File: src/rtl/x_pattern_serializer.sv
// Parallel-to-serial stimulus source for the machine_d detector: loads a pattern
// and shifts it out LSB first on x, with one-shot or looped playback.
module x_pattern_serializer #(
    parameter int WIDTH = 16,
    localparam int LEN_W = $clog2(WIDTH) + 1
) (
    input  logic             clk,
    input  logic             rst,
    input  logic             load,
    input  logic [WIDTH-1:0] pattern,
    input  logic [LEN_W-1:0] len,
    input  logic             loop_en,
    input  logic             stop,
    output logic             x,
    output logic             busy,
    output logic             ready,
    output logic             done
);

    typedef enum logic {
        IDLE  = 1'b0,
        SHIFT = 1'b1
    } state_t;

    localparam logic [LEN_W-1:0] FULL_LEN = LEN_W'(WIDTH);

    state_t           state;
    state_t           state_n;
    logic [WIDTH-1:0] sreg;
    logic [WIDTH-1:0] sreg_n;
    logic [WIDTH-1:0] shadow;
    logic [WIDTH-1:0] shadow_n;
    logic [LEN_W-1:0] len_q;
    logic [LEN_W-1:0] len_n;
    logic [LEN_W-1:0] remaining;
    logic [LEN_W-1:0] remaining_n;
    logic [LEN_W-1:0] len_in_eff;
    logic             x_n;
    logic             done_n;
    logic             busy_n;

    // Handshake: a start is taken on any rising edge where ready=1, load=1 and
    // stop=0; ready is high exactly when the serializer sits in IDLE.
    assign ready      = (state == IDLE);
    assign len_in_eff = (len == '0 || len > FULL_LEN) ? FULL_LEN : len;

    always_comb begin
        state_n     = state;
        sreg_n      = sreg;
        shadow_n    = shadow;
        len_n       = len_q;
        remaining_n = remaining;
        x_n         = 1'b0;
        done_n      = 1'b0;

        unique case (state)
            IDLE: begin
                if (load && !stop) begin
                    shadow_n    = pattern;
                    len_n       = len_in_eff;
                    x_n         = pattern[0];
                    sreg_n      = pattern >> 1;
                    remaining_n = len_in_eff - 1'b1;
                    state_n     = SHIFT;
                end
            end
            SHIFT: begin
                if (stop) begin
                    state_n = IDLE;
                end else if (remaining != '0) begin
                    x_n         = sreg[0];
                    sreg_n      = sreg >> 1;
                    remaining_n = remaining - 1'b1;
                end else begin
                    // Last bit is on x now; a looped pass restarts with no gap.
                    done_n = 1'b1;
                    if (loop_en) begin
                        x_n         = shadow[0];
                        sreg_n      = shadow >> 1;
                        remaining_n = len_q - 1'b1;
                    end else begin
                        state_n = IDLE;
                    end
                end
            end
            default: state_n = IDLE;
        endcase

        busy_n = (state_n == SHIFT);
    end

    always_ff @(posedge clk or posedge rst) begin
        if (rst) begin
            state     <= IDLE;
            sreg      <= '0;
            shadow    <= '0;
            len_q     <= '0;
            remaining <= '0;
            x         <= 1'b0;
            busy      <= 1'b0;
            done      <= 1'b0;
        end else begin
            state     <= state_n;
            sreg      <= sreg_n;
            shadow    <= shadow_n;
            len_q     <= len_n;
            remaining <= remaining_n;
            x         <= x_n;
            busy      <= busy_n;
            done      <= done_n;
        end
    end

endmodule

File: config.mk
export PLATFORM = sky130hd
export DESIGN_NAME = x_pattern_serializer
export DESIGN_NICKNAME = d
export VERILOG_FILES = /design/src/rtl/x_pattern_serializer.sv
export SDC_FILE = /design/constraint.sdc
export NUM_CORES = 1
export LEC_CHECK = 0
export BUFFER_PORTS_ARGS = -buffer_cell sky130_fd_sc_hd__buf_2
export CAP_MARGIN = 10
export CORE_UTILIZATION = 45
export DETAILED_ROUTE_END_ITERATION = 16
export HOLD_SLACK_MARGIN = 0.02
export PLACE_DENSITY_LB_ADDON = 0.3
export SLEW_MARGIN = 10
export SYNTH_ARGS = -nofsm -noshare
export SYNTH_HDL_FRONTEND = slang
export SYNTH_SLANG_ARGS = --single-unit
File: constraint.sdc
create_clock -name clk -period 1.93 [get_ports clk]
set_clock_uncertainty 0.05 [all_clocks]
set_input_delay 0.386 -clock clk [delete_from_list [all_inputs] [get_ports clk]]
set_output_delay 0.386 -clock clk [all_outputs]
set_load 0.03 [all_outputs]
; ---- After elaboration in Yosys (flattened, before gate mapping)
; Index checks and enable logic that the tools add are counted.
[op_classes]
addsub = 3
order_cmp = 1
eq_ne = 3
mux = 24
bitwise_logic = 1
n_reduce_logical = 7
[op_table]
columns = op, count
row1 = 2-to-1 mux 16 bit, 4
row2 = case mux 16 bit (2 select lines), 1
row3 = 2-to-1 mux 5 bit, 5
row4 = "subtractor 5 x 1 -> 5 bit, second input constant", 3
row5 = 2-to-1 mux 1 bit, 11
row6 = case mux 5 bit (2 select lines), 1
row7 = "> comparator 5 bit, second input constant", 1
row8 = logical NOT 5 bit, 1
row9 = nonzero test 5 bit, 1
row10 = case mux 1 bit (2 select lines), 2
row11 = "inequality test 3 x 2 -> 1 bit, second input constant", 1
row12 = AND reduction 3 bit, 1
row13 = "inequality test 2 x 1 -> 1 bit, second input constant", 1
row14 = "inequality test 2 bit, second input constant", 1
row15 = AND reduction 2 bit, 1
row16 = logical AND 1 bit, 1
row17 = logical NOT 1 bit, 1
row18 = logical OR 1 bit, 1
row19 = inverter 1 bit, 1
[totals]
register_bits = 45
inputBits = 26
out_inout_bits = 4
wordCells = 46

; ---- Longest topological paths before layout
[depth]
ltp_word = 6
mapped_depth = 10

; ---- Least setup slack after synthesis
; OpenSTA, ideal clock, no wires.
[synth_path]
kind = input -> register
start = input port len[0]
end = register remaining[4]
setup_time_ns = 0.069
arrival_ns = 2.436
path_slack_ns = -0.625
path_stages = 10
n_path_buf = 0
cell_sequence = or4_1 ha_1 nand2b_1 o21ai_0 a31o_2 inv_1 ha_1 inv_1 or4_1 nand3_1
[synth_via]
elab_chain_cells = 6
elab_cells_between_ends = 7
[synth_lines]
columns = element, line
row1 = from (decl), 11  ; input logic [LEN_W-1:0] len,
row2 = > comparator 5 bit or logical NOT 5 bit (tied branches), 45  ; assign len_in_eff = (len == '0 || len > FULL_LEN) ? FULL_LEN : len;
row3 = logical OR 1 bit, 45
row4 = 2-to-1 mux 5 bit (*), 45
row5 = subtractor 5 x 1 -> 5 bit (*), 63  ; remaining_n = len_in_eff - 1'b1;
row6 = 2-to-1 mux 5 bit (*), 58  ; if (load && !stop) begin
row7 = case mux 5 bit (2 select lines) (*), 56  ; unique case (state)
row8 = to (signal assigned), 107  ; remaining <= remaining_n;
row9 = to (decl), 35  ; logic [LEN_W-1:0] remaining;
; Mark *: on every way between the ends. The rest lies on a longest branch, timed or not. The select of a mux whose other input is x is not followed.
; A chain may end at the register's enable or synchronous reset.

; ---- Worst setup path in the final report
[layout_path]
start = input port len[3]
end = register remaining[4]
; Same word-level chain as after synthesis.

==> out/metrics.yaml <==
status: "finished with violations"
violations: "setup timing"
viasPerCell: 5.11
cts_buffers: 5
antenna_found_initial: 0
grt-ovfl-total: 0
met2_usage_pct: 35.5
totalWireLength_um: 5520
dieWidth_um: 73.1
maxSlewHeadroom_pct: 77.2
final_cell_mix: "nand2_1 (60), dfrtp_1 (43), buf_4 (34)"
cts_tree: "built"
routedWlPerCell_um: 15.0
insertion_delay_ns: 0.30
final_cells: 367
synth_mux_area_share_pct: 6.60
start_util_pct: 47.5
num-fill-cells: 370
pre_cts_slack_ns: -0.687
power_density_nw_per_um2: 953
rsz0062_at_grt: "true"
drtIter0Drc: 137
clkSlewWorstSetupHoldPaths_ns: 0.08
synth.cell_area_um2: 2270
nets: 327
yosys.area_share.simple_pct: 17.5
slew_viol_final: 0
critPathArrivalTime_ns: 2.42
synth_cells: 234
busiest_layer: "met2"
irDropWorstVdd_mv: 0.569
drc: 0
fp.coreArea_um2: 4790
cts_max_level: 2
critPathRequiredTime_ns: 2.13
cts_root_buf: "clkbuf_8"
postRouteAntennaNets: 0
ys_types: 38
cts_buffer_depth: 2
vias: 1877
cp_slowest_cell: "or4_4"
finalPower_mw: 2.91
setup_violations: 18
synth_nets: 262
async_reset_ff_share_pct: 100
hold_slack_ns: 0.0519
synthFlopType: "dfrtp_1"
power.leakage_nw: 1.51
cts_num_sinks: 44
worstMarginPinSlew_ns: 0.343
ys_seq_elements: 44
slowest_delay_ns: 0.54
ys_seq_area_share_pct: 48.4
synth_compound_area_share_pct: 19.7
stdcell_area_um2: 3050
layout_commonest_cell: "nand2_1"
n_antenna_cell: 0
cp_cell_sequence: "buf_6 -> or4_4 -> ha_4 -> nand2b_4 -> o21ai_2 -> a31o_4 -> inv_2 -> ha_4 -> inv_2 -> or4_1 -> nand3_1"
yosys_warnings: 0
placedCellCount: 347
ios: 30
grt_max_degree: 45
grt_usage_pct: 22.1
hp-class: "in2async"
synth_top_family_by_area: "compound AO/OA/AOI/OAI gates"
avgSynthCellArea_um2: 9.72
hold_viol_final: 0
min_period_ns: 2.23
cp-end-kind: "flop"
die-area_um2: 5340
finalSetupTns_ns: -2.33
placed_area_um2: 2700
synthXorXnorAreaFrac_pct: 0.385
synth_edf_count: 0
fmax_ghz: 0.449
synth_fa_ha_area_share_pct: 1.10
grt_first_pass_wirelength_um: 8740
dp_hpwl_um: 3410
final_core_util_pct: 63.7
first_pass_iters: 4
grt_pass1_vias: 1880
critPathKind: "in2reg"
row_count: 25
max_cap_viol_count: 0
use_met1_pct: 28.8
path_max_fanout: 3
grt_util_met3_pct: 4.97
setup_slack_ns: -0.296
finalCritPeriodShare_pct: 115
port_buffers: 29
gp_congestion: 0.777
die_h_um: 73.1
syn_to_final_growth_pct: 34.1
hold_buffers: 0
final_layout_size_suffix_gt1_share_pct: 38.7
cp-start-kind: "input port"
## report_power, final
part	internal (mW)	switching, mW
sequential	1.10	0.137
combinational	0.577	0.480
clock	0.293	0.321
## critical path: cells and delay by family
family	cells	cell delay, ns
AND/OR/NAND/NOR	4	1.14
adder cells (fa/ha/maj)	2	0.41
AO/OA/AOI/OAI	2	0.30
buffers and inverters	3	0.18
## Yosys cell counts (2+ instances only)
master	instances	share of area (%)
nand2_1	61	10
dfrtp_1	44	48
nor2_1	16	2.6
a21o_1	15	5.0
mux2i_1	15	6.6
a211oi_1	8	2.6
clkbuf_1	8	1.3
o21ai_0	8	1.8
inv_1	7	1.2
a211oi_2	6	3.3
nand2b_1	5	1.4
o21ai_1	4	0.88
a21oi_1	3	0.66
a31o_2	3	1.2
a211o_1	2	0.77
buf_12	2	1.8
buf_4	2	0.66
buf_6	2	0.99
ha_1	2	1.1
nor4_1	2	0.55
or4_1	2	0.66
## layer usage
metal / part of all wire (%) / routed length [um] / vias to the layer above
met3: 3.4 / 186 / 7
met1: 46 / 2520 / 898
li1: - / - / 936
met5: 0 / 0 / -
met2: 50 / 2760 / 36
met4: 1.1 / 59 / 0
## final timing paths
check | start | endpoint | slack, ns | cells after the start
worst max-delay path | len[3] | remaining[4]$_DFFE_PP0P_ | -0.30 | 11
worst max register to register | remaining[3]$_DFFE_PP0P_ | remaining[2]$_DFFE_PP0P_ | -0.20 | 9
worst min register to register | sreg[11]$_DFFE_PP0P_ | sreg[11]$_DFFE_PP0P_ | 0.43 | 1
max in group asynchronous | rst | state$_DFF_PP0_ | 1.55 | 3
worst min-delay path | rst | shadow[5]$_DFFE_PP0P_ | 0.05 | 3
min in group clk | pattern[5] | shadow[5]$_DFFE_PP0P_ | 0.24 | 3
## state kept, by name (all words and copies together) (netlist names)
signal,cells
len_q,5
shadow,16
sreg,15
state,1
remaining,5
done,1
x,1
## cells by family (layout without fill, tap and decap cells)
kind of cell / after synthesis / after routing
muxes: 15 / 15
xor gates and xnor gates: 1 / 1
adders and majority gates: 2 / 2
AOI/OAI and AO/OA: 56 / 56
DFF: 44 / 44
and+or+nand+nor: 93 / 93
buffers and inverters: 23 / 89
## layout make-up
cell class              count  area (um2)  share of cell area (%)
flip-flops and latches     44        1100                    36.1
well taps                  67        83.8                    2.75
clock buffers               8        90.1                    2.95
inverters                   8        30.0                   0.984
multi-input cells         167        1190                    38.9
repair buffers             73         558                    18.3
## repair_timing
item	in CTS	in global routing
endpoints found under the setup margin	19	20
pin swaps	11	9
resized for setup	15	21
setup buffers	11	3
Power figures use the tool's default switching activity.
